File: config.mk
export PLATFORM = sky130hd
export DESIGN_NAME = decode_ctrl_stage
export DESIGN_NICKNAME = d
export VERILOG_FILES = /design/src/rtl/decode_pkg.sv /design/src/rtl/decode_comb.sv /design/src/rtl/decode_ctrl_stage.sv
export SDC_FILE = /design/constraint.sdc
export NUM_CORES = 1
export LEC_CHECK = 0
export ABC_AREA = 1
export CAP_MARGIN = 10
export CORE_AREA = 3 3 85 87
export CTS_BUF_LIST = sky130_fd_sc_hd__clkbuf_16
export CTS_CLUSTER_DIAMETER = 50
export DETAILED_ROUTE_END_ITERATION = 7
export DIE_AREA = 0 0 88 90
export PLACE_DENSITY_LB_ADDON = 0.25
export REMOVE_ABC_BUFFERS = 1
export SLEW_MARGIN = 20
export SYNTH_ARGS = -nofsm -noshare
export SYNTH_HDL_FRONTEND = slang
export SYNTH_SLANG_ARGS = --single-unit
File: constraint.sdc
create_clock -name i_clk -period 2.5 [get_ports i_clk]
set_input_delay 0.5 -clock i_clk [delete_from_list [all_inputs] [get_ports i_clk]]
set_output_delay 0.5 -clock i_clk [all_outputs]
set_load 0.005 [all_outputs]
File: src/rtl/decode_pkg.sv
// decode_pkg: opcodes, control encodings and the ID/EX control bundle; DECODE_MEXT_EN adds the MDU fields.
package decode_pkg;
  localparam logic [6:0] OP_R     = 7'b0110011;
  localparam logic [6:0] OP_I     = 7'b0010011;
  localparam logic [6:0] OP_S     = 7'b0100011;
  localparam logic [6:0] OP_B     = 7'b1100011;
  localparam logic [6:0] OP_LOAD  = 7'b0000011;
  localparam logic [6:0] OP_LUI   = 7'b0110111;
  localparam logic [6:0] OP_AUIPC = 7'b0010111;
  localparam logic [6:0] OP_JAL   = 7'b1101111;
  localparam logic [6:0] OP_JALR  = 7'b1100111;
  typedef enum logic [3:0] {
    ALU_ADD, ALU_SUB, ALU_SLT, ALU_SLTU, ALU_XOR, ALU_OR,
    ALU_AND, ALU_SLL, ALU_SRL, ALU_SRA, ALU_LUI
  } alu_op_e;
  typedef enum logic [1:0] {WB_ALU, WB_MEM, WB_PC4, WB_JALR} wb_sel_e;
  typedef enum logic [2:0] {LD_NONE, LD_LB, LD_LH, LD_LBU, LD_LHU, LD_LW} load_sel_e;
  typedef enum logic [1:0] {ST_NONE, ST_SB, ST_SH, ST_SW} store_sel_e;
  typedef struct packed {
    logic       rd_wren;
    logic       op_a_sel;
    logic       op_b_sel;
    logic       mem_wren;
    logic       br_unsigned;
    logic       is_branch;
    logic       is_jal;
    logic       is_jalr;
    alu_op_e    alu_op;
    wb_sel_e    wb_sel;
    load_sel_e  load_sel;
    store_sel_e store_sel;
    logic [2:0] br_type;
    logic [4:0] rs1;
    logic [4:0] rs2;
    logic [4:0] rd;
    logic       insn_vld;
`ifdef DECODE_MEXT_EN
    logic       mdu_vld;
    logic [2:0] mdu_op;
`endif
  } ctrl_t;
  localparam ctrl_t CTRL_NOP = '0;
  // sub only applies to R-type funct3 000; sra to funct3 101 of both R and I forms
  function automatic alu_op_e alu_dec(input logic [2:0] f3, input logic sub, input logic sra);
    case (f3)
      3'b000:  return sub ? ALU_SUB : ALU_ADD;
      3'b001:  return ALU_SLL;
      3'b010:  return ALU_SLT;
      3'b011:  return ALU_SLTU;
      3'b100:  return ALU_XOR;
      3'b101:  return sra ? ALU_SRA : ALU_SRL;
      3'b110:  return ALU_OR;
      default: return ALU_AND;
    endcase
  endfunction
endpackage

File: src/rtl/decode_comb.sv
// decode_comb: combinational RV32I instruction to ctrl_t decode plus source-register usage flags.
module decode_comb
  import decode_pkg::*;
(
  input  logic [31:0] instr,
  output ctrl_t       ctrl,
  output logic        use_rs1,
  output logic        use_rs2
);
  logic [6:0] opc;
  logic [6:0] f7;
  logic [2:0] f3;
  logic       legal;
  ctrl_t      c;
  assign opc = instr[6:0];
  assign f3  = instr[14:12];
  assign f7  = instr[31:25];
  always_comb begin
    c = CTRL_NOP;
    c.rs1 = instr[19:15];
    c.rs2 = instr[24:20];
    c.rd = instr[11:7];
    legal = 1'b1;
    use_rs1 = 1'b0;
    use_rs2 = 1'b0;
    case (opc)
      OP_R: begin
        use_rs1 = 1'b1;
        use_rs2 = 1'b1;
        c.rd_wren = 1'b1;
        c.alu_op = alu_dec(f3, f7[5], f7[5]);
        c.br_unsigned = f3 == 3'b011;
`ifdef DECODE_MEXT_EN
        if (f7 == 7'b0000001) begin
          c.alu_op = ALU_ADD;
          c.br_unsigned = 1'b0;
          c.mdu_vld = 1'b1;
          c.mdu_op = f3;
        end else
          legal = f7 == 7'b0000000 || f7 == 7'b0100000;
`else
        legal = f7 == 7'b0000000 || f7 == 7'b0100000;
`endif
      end
      OP_I: begin
        use_rs1 = 1'b1;
        c.rd_wren = 1'b1;
        c.op_b_sel = 1'b1;
        c.alu_op = alu_dec(f3, 1'b0, f7[5]);
        c.br_unsigned = f3 == 3'b011;
        legal = f3 == 3'b001 ? f7 == 7'b0000000 :
                f3 != 3'b101 || f7 == 7'b0000000 || f7 == 7'b0100000;
      end
      OP_LOAD: begin
        use_rs1 = 1'b1;
        c.rd_wren = 1'b1;
        c.op_b_sel = 1'b1;
        c.wb_sel = WB_MEM;
        c.load_sel = f3 == 3'b000 ? LD_LB  : f3 == 3'b001 ? LD_LH :
                     f3 == 3'b010 ? LD_LW  : f3 == 3'b100 ? LD_LBU :
                     f3 == 3'b101 ? LD_LHU : LD_NONE;
        legal = c.load_sel != LD_NONE;
      end
      OP_S: begin
        use_rs1 = 1'b1;
        use_rs2 = 1'b1;
        c.mem_wren = 1'b1;
        c.op_b_sel = 1'b1;
        c.store_sel = f3 == 3'b000 ? ST_SB : f3 == 3'b001 ? ST_SH :
                      f3 == 3'b010 ? ST_SW : ST_NONE;
        legal = c.store_sel != ST_NONE;
      end
      OP_B: begin
        use_rs1 = 1'b1;
        use_rs2 = 1'b1;
        c.is_branch = 1'b1;
        c.op_a_sel = 1'b1;
        c.op_b_sel = 1'b1;
        c.br_type = f3;
        c.br_unsigned = f3[2:1] == 2'b11;
        legal = f3[2:1] != 2'b01;
      end
      OP_LUI: begin
        c.rd_wren = 1'b1;
        c.op_b_sel = 1'b1;
        c.alu_op = ALU_LUI;
      end
      OP_AUIPC: begin
        c.rd_wren = 1'b1;
        c.op_a_sel = 1'b1;
        c.op_b_sel = 1'b1;
      end
      OP_JAL: begin
        c.rd_wren = 1'b1;
        c.op_a_sel = 1'b1;
        c.op_b_sel = 1'b1;
        c.is_jal = 1'b1;
        c.wb_sel = WB_PC4;
      end
      OP_JALR: begin
        use_rs1 = 1'b1;
        c.rd_wren = 1'b1;
        c.op_b_sel = 1'b1;
        c.is_jalr = 1'b1;
        c.wb_sel = WB_JALR;
      end
      default: legal = 1'b0;
    endcase
    c.insn_vld = legal;
    ctrl = legal ? c : CTRL_NOP;
  end
endmodule

File: src/rtl/decode_ctrl_stage.sv
// decode_ctrl_stage: RV32I decode/control stage with ID/EX control register, load-use stall and illegal counter.
module decode_ctrl_stage
  import decode_pkg::*;
#(
  parameter int ILEN    = 32,
  parameter int REG_AW  = 5,
  parameter int ALUOP_W = 4,
  parameter int CNT_W   = 8
) (
  input  logic               i_clk,
  input  logic               i_rst,
  input  logic [ILEN-1:0]    i_instr,
  input  logic               i_instr_vld,
  output logic               o_id_ready,
  input  logic               i_ex_hold,
  input  logic               i_flush,
  output logic               o_ex_vld,
  output logic               o_ex_rd_wren,
  output logic               o_ex_op_a_sel,
  output logic               o_ex_op_b_sel,
  output logic               o_ex_mem_wren,
  output logic               o_ex_br_unsigned,
  output logic               o_ex_is_branch,
  output logic               o_ex_is_jal,
  output logic               o_ex_is_jalr,
  output logic [ALUOP_W-1:0] o_ex_alu_op,
  output logic [1:0]         o_ex_wb_sel,
  output logic [2:0]         o_ex_load_sel,
  output logic [1:0]         o_ex_store_sel,
  output logic [2:0]         o_ex_br_type,
  output logic [REG_AW-1:0]  o_ex_rs1,
  output logic [REG_AW-1:0]  o_ex_rs2,
  output logic [REG_AW-1:0]  o_ex_rd,
  output logic               o_ex_insn_vld,
`ifdef DECODE_MEXT_EN
  output logic               o_ex_mdu_vld,
  output logic [2:0]         o_ex_mdu_op,
`endif
  output logic [CNT_W-1:0]   o_illegal_cnt
);
  ctrl_t            dec;
  ctrl_t            ex;
  logic             ex_vld;
  logic             use_rs1;
  logic             use_rs2;
  logic             hazard;
  logic             load;
  logic [CNT_W-1:0] cnt;
  decode_comb u_dec (
    .instr   (i_instr[31:0]),
    .ctrl    (dec),
    .use_rs1 (use_rs1),
    .use_rs2 (use_rs2)
  );
  // illegal instructions decode to all-zero controls, so only a real load can raise this
  assign hazard = i_instr_vld && ex_vld && ex.wb_sel == WB_MEM && ex.rd != 5'd0 &&
                  ((use_rs1 && ex.rd == dec.rs1) || (use_rs2 && ex.rd == dec.rs2));
  assign o_id_ready = i_flush || (!i_ex_hold && !hazard);
  assign load = i_instr_vld && !hazard;
  always_ff @(posedge i_clk) begin
    if (i_rst) begin
      ex <= CTRL_NOP;
      ex_vld <= 1'b0;
      cnt <= '0;
    end else if (i_flush) begin
      ex <= CTRL_NOP;
      ex_vld <= 1'b0;
    end else if (!i_ex_hold) begin
      ex <= load ? dec : CTRL_NOP;
      ex_vld <= load;
      if (load && !dec.insn_vld && cnt != '1) cnt <= cnt + 1'b1;
    end
  end
  assign o_ex_vld         = ex_vld;
  assign o_ex_rd_wren     = ex.rd_wren;
  assign o_ex_op_a_sel    = ex.op_a_sel;
  assign o_ex_op_b_sel    = ex.op_b_sel;
  assign o_ex_mem_wren    = ex.mem_wren;
  assign o_ex_br_unsigned = ex.br_unsigned;
  assign o_ex_is_branch   = ex.is_branch;
  assign o_ex_is_jal      = ex.is_jal;
  assign o_ex_is_jalr     = ex.is_jalr;
  assign o_ex_alu_op      = ALUOP_W'(ex.alu_op);
  assign o_ex_wb_sel      = ex.wb_sel;
  assign o_ex_load_sel    = ex.load_sel;
  assign o_ex_store_sel   = ex.store_sel;
  assign o_ex_br_type     = ex.br_type;
  assign o_ex_rs1         = REG_AW'(ex.rs1);
  assign o_ex_rs2         = REG_AW'(ex.rs2);
  assign o_ex_rd          = REG_AW'(ex.rd);
  assign o_ex_insn_vld    = ex.insn_vld;
`ifdef DECODE_MEXT_EN
  assign o_ex_mdu_vld     = ex.mdu_vld;
  assign o_ex_mdu_op      = ex.mdu_op;
`endif
  assign o_illegal_cnt    = cnt;
endmodule
**Yosys cells after proc, flatten, opt, wreduce, memory -nomap -nowiden**

Index checks and enable logic that the tools add are counted.

- Output and inout port bits: 48
- Input port bits: 37
- Register bits after elaboration: 47
- Word-level logic and storage cells: 108

- Add/subtract/negate cells: 1
- Equal/unequal tests: 23
- Mux-type cells: 31
- Reductions and logical operators: 32
- Bitwise logic cells: 2

Operator list:

| operator | count |
|---|---|
| $mux W38 | 2 |
| $pmux W4 S7 | 2 |
| $eq A7 B6 Y1 const B | 4 |
| $eq A7 B7 Y1 const B | 3 |
| $mux W3 | 7 |
| $eq A7 B5 Y1 const B | 2 |
| $mux W1 | 12 |
| $pmux W4 S3 | 1 |
| $eq A5 B5 Y1 | 2 |
| $logic_and A1 B1 Y1 | 10 |
| $eq A3 B3 Y1 const B | 3 |
| $add A8 B1 Y8 const B | 1 |
| $mux W2 | 4 |
| $ne A8 B8 Y1 const B | 1 |
| $reduce_or A8 Y1 | 1 |
| $eq A7 B2 Y1 const B | 1 |
| $logic_not A7 Y1 | 1 |
| $reduce_or A7 Y1 | 1 |
| $eq A3 B2 Y1 const B | 2 |
| $pmux W1 S6 | 1 |
| $pmux W2 S3 | 1 |
| $reduce_or A3 Y1 | 2 |
| $reduce_or A6 Y1 | 1 |
| $logic_or A1 B1 Y1 | 5 |
| other kinds (15) | 19 |

**Longest topological paths before layout**

- Depth in word-level cells: 18
- Depth in mapped cells: 18

**Modules after synthesis**

Synthesis repeated with hierarchy kept, for this count alone.

- Cells, all modules: 452
- Area total of the unflattened synthesis: 2875.3 µm²

Modules (own cells, without submodules):

| module | seq. area each (µm²) | times used | area each (µm²) | cells an instance |
|---|---|---|---|---|
| decode_ctrl_stage | 940.9 | 1 | 2187.1 | 307 |
| decode_comb | 0.0 | 1 | 688.2 | 145 |

**Least setup slack after synthesis**

Ideal clock, no wire load.

- Path type: input -> output
- Start point: input i_instr[3]
- End point: output o_id_ready
- Buffers on the path: 2
- Stages: 18
- Data required time: 2.000 ns
- Arrival time: 1.960 ns
- Slack: 0.040 ns
- Path through: inv_1 nand2_2 nor2_8 nand2_2 nor2_1 nand2_1 nand3_4 buf_6 nand2_1 nand2_1 nand2_1 nor2_1 nand3_2 nand2_2 nand2_4 buf_6 nand2_1 nand2_1

- Cells in the longest elaborated chain, start to end: 11
- Elaborated cells on any way between the ends: 25

RTL lines:

| item | line | text |
|---|---|---|
| start: declaration | decode_ctrl_stage.sv:12 | `input logic [ILEN-1:0] i_instr,` |
| $eq A7 B6 Y1 (tied with other cells) | decode_comb.sv:26 | `case (opc)` |
| $reduce_or A4 Y1 (no source line) | n/a |  |
| $pmux W1 S6 | decode_comb.sv:26 |  |
| $mux W38 | decode_comb.sv:110 | `ctrl = legal ? c : CTRL_NOP;` |
| $eq A5 B5 Y1 | decode_ctrl_stage.sv:57 | `((use_rs1 && ex.rd == dec.rs1) \|\| (use_rs2 && ex.rd == dec.rs2));` |
| $logic_and A1 B1 Y1 | decode_ctrl_stage.sv:57 |  |
| $logic_or A1 B1 Y1 (*) | decode_ctrl_stage.sv:57 |  |
| $logic_and A1 B1 Y1 (*) | decode_ctrl_stage.sv:56 | `assign hazard = i_instr_vld && ex_vld && ex.wb_sel == WB_MEM && ex.rd != 5'd0 &&` |
| $logic_not A1 Y1 (*) | decode_ctrl_stage.sv:58 | `assign o_id_ready = i_flush \|\| (!i_ex_hold && !hazard);` |
| $logic_and A1 B1 Y1 (*) | decode_ctrl_stage.sv:58 |  |
| $logic_or A1 B1 Y1 (*) | decode_ctrl_stage.sv:58 |  |
| end: declaration | decode_ctrl_stage.sv:14 | `output logic o_id_ready,` |

Mark *: on every way between the ends. The rest lies on a longest branch, timed or not.

**Worst setup path after layout**

Same ends and word-level chain as after synthesis.

==> summary.txt <==
Critical path
  – Critical path's slowest cell: nor2_4
  – CP Max Fanout: 5
  – Worst Setup Path Type: input port to output port
  – Worst r2r path cells: 8
  – Worst path cell trace: buf_8, buf_6, nand2_4, nor2_4, nand2_4, nand3_4, nor2_4, buf_6, nand3_4, nand3_2, nand2_1, nor2_2, nand3_2, nand2_2, nand2_4, nand2_4, nand2_2, buf_2
  – Top cell by count, worst path: nand2_4
  – Crit end category: output port
  – CP required: 2.00 ns
  – Max incr delay on CP: 0.19 ns
  – Worst Path Arrival: 2.21 ns
  – Worst setup SP type: input port

Layout
  – Share of cells above drive strength 1: 0.289
  – Most common cell after layout, fill and taps aside: nand2_1
  – Finished Layout Cells: 654
  – Nets: 614
  – Filler cell count: 494
  – Final Cell Area: 0.00466 mm2
  – Layout Area Growth over Synthesis: 69.4%
  – Fin util: 0.726
  – ANT cells: 0
  – Most frequent cells in the layout: 87 x nand2_1, 74 x buf_4, 66 x clkdlybuf4s50_1, 51 x a21oi_1, 47 x dfxtp_1

Route
  – Antenna Nets Post-Route: 0
  – Post-DR wirelength/cell: 14.8 um
  – DRC Markers: 0
  – Routed vias: 3479
  – Post-Route WL: 9710 um
  – Via density: 5.32
  – Iter 0 DRT Violations: 193
  – TritonRoute pass-1 iters: 5

Logic synthesis
  – Post-synth top area share: 0.342
  – Post-synth cell types: 28
  – Most frequently used flop master after synthesis: dfxtp_1
  – Ys Warns: 0
  – Mean Syn Cell Area: 6.48 um2
  – Asr flop ratio synth: 0
  – Synth top area cells: dfxtp_1 34%, nand2_1 14%, a21oi_1 9.3%, nand4_1 9.1%, nor2_1 6.7%
  – Mapped Area: 0.00275 mm2
  – Post-synth EDFFs: 0
  – Post-synthesis sequential area ratio: 0.342
  – Seq cells post-synth: 47
  – Cells after synthesis: 425
  – Synth area leader: dfxtp_1

Timing
  – Final setup TNS: -0.352 ns
  – Tmin final: 2.71 ns
  – Hold Fails Final Rpt: 0
  – Final WS setup: -0.206 ns
  – Post-route clock period utilization: 1.08
  – Max-slew violations: 0
  – Worst Max-Slew Pin Slew: 0.464 ns
  – Final Skew: 0.00552 ns
  – Max Freq: 370 MHz
  – Setup violators final: 2
  – Unrepaired setup endpoints after global routing: true
  – Slew headroom: 0.683
  – Final hold slack: 0.463 ns

Floorplanning
  – Chip Height: 90 um
  – Die Wd: 88 um
  – Number of core rows: 29
  – Top Ports: 85
  – Core box area: 0.00642 mm2
  – Initial Util: 0.429
  – Die Footprint: 0.00792 mm2

Global route
  – Number of global-route vias before repair: 3324
  – Grt ovf: 0
  – Global-route wire length before repair: 15800 um
  – Largest net degree at the start of global routing: 41
  – Initial antenna violation count: 0
  – GRT Total Usage: 0.242

Placed design
  – IO Port Bufs: 84
  – Dpl ws: -0.942 ns
  – HPWL after DPL: 5800 um
  – Dpl cells: 606
  – GP Congestion: 0.931
  – Post-place instance area: 0.00389 mm2

Power
  – Worst VDD drop: 0.299 mV
  – Pwr Total: 1.90 mW
  – Pwr dens: 408 mW/mm2
  – Leakage: 2.01 nW

Clocking
  – CTS tree: yes
  – Max Root-Sink Buffers: 2
  – CTS clk-pin slew, worst paths: 0.06 ns
  – Cell at the root of the clock tree: clkbuf_16
  – Hold-fix buffers, CTS: 0
  – Num CTS Buffers: 5
  – Total clock sinks: 47
  – Worst skew pair latency: 0.29 ns
  – H-tree Lvls: 2

Status
  – Failing checks: setup timing
  – Outcome: finished, violations left

Job
  – Max cap viols: 0

Min path
  – Worst hold stages: 2
  – Hold Path Class: flop to flop
[cell usage after synthesis (5+ instances only)]
cell type and instances:
o21ai_0 8, inv_1 43, nand4_1 40, nor2_1 49, inv_2 5, nor3_1 10
clkbuf_1 14, nand3_1 22, dfxtp_1 47, buf_6 6, nand2_2 6, a21oi_1 51
nand2_1 100
[cells by family after synthesis]
logic type	after synthesis	share of synthesized area
fa+ha+maj	1	0.00454
buf+inv	72	0.115
xor+xnor	1	0.00318
simple gates	237	0.407
compound gates	67	0.129
flops	47	0.342
[area by class of cell]
| cell class | count | area (um2) | area share |
|---|---|---|---|
| Tap cell | 77 | 96.3 | 0.0207 |
| Inverter | 49 | 204 | 0.0437 |
| Timing Repair Buffer | 165 | 1480 | 0.316 |
| Multi-Input combinational cell | 308 | 1750 | 0.376 |
| Clock inverter | 3 | 67.6 | 0.0145 |
| Clock buffer | 5 | 125 | 0.0268 |
| Sequential cell | 47 | 941 | 0.202 |
[power breakdown]
group          internal (mW)  total (mW)  switching [mW]
clock                  0.573       0.868           0.295
combinational          0.129       0.282           0.153
sequential             0.751       0.754         0.00294
[flip-flops by register name, indices dropped and copies added, names as in the netlist, 2 cells and up]
signal	count
o_ex_store_sel	2
o_ex_rs1	5
o_ex_rd	5
o_ex_alu_op	4
o_ex_wb_sel	2
o_ex_rs2	5
o_ex_load_sel	3
o_ex_br_type	3
o_illegal_cnt	8
[metal layers]
metal / global-route usage / share of wire / vias up / routed length (um)
met5: 0 / 0 / - / 0
met4: 0.0857 / 0.028 / 0 / 275
met3: 0.0347 / 0.047 / 30 / 461
met2: 0.406 / 0.50 / 131 / 4810
met1: 0.310 / 0.43 / 1601 / 4160
li1: - / - / 1717 / -
[repair_timing]
action                     in CTS  in global routing
gates resized for setup       128                 19
setup buffers                  36                  3
pin swaps                      33                 20
setup endpoints to repair      47                 42
gates cloned                    2                  0
[worst max-delay path: cells and delay by family]
kind / cells / cell delay (ns)
buf+inv: 4 / 0.48
simple gates: 14 / 1.23
[worst paths after layout]
path	startpoint	to	slack, ns
max	i_instr[3]	o_id_ready	-0.21
min	o_ex_br_type[2]$_SDFFE_PP0N_	o_ex_br_type[2]$_SDFFE_PP0N_	0.46
max reg2reg	o_ex_rd[3]$_SDFFE_PP0N_	o_ex_rs2[2]$_SDFFE_PP0N_	0.53
min reg2reg	o_ex_br_type[2]$_SDFFE_PP0N_	o_ex_br_type[2]$_SDFFE_PP0N_	0.46
(Power assumes the default switching activity.)
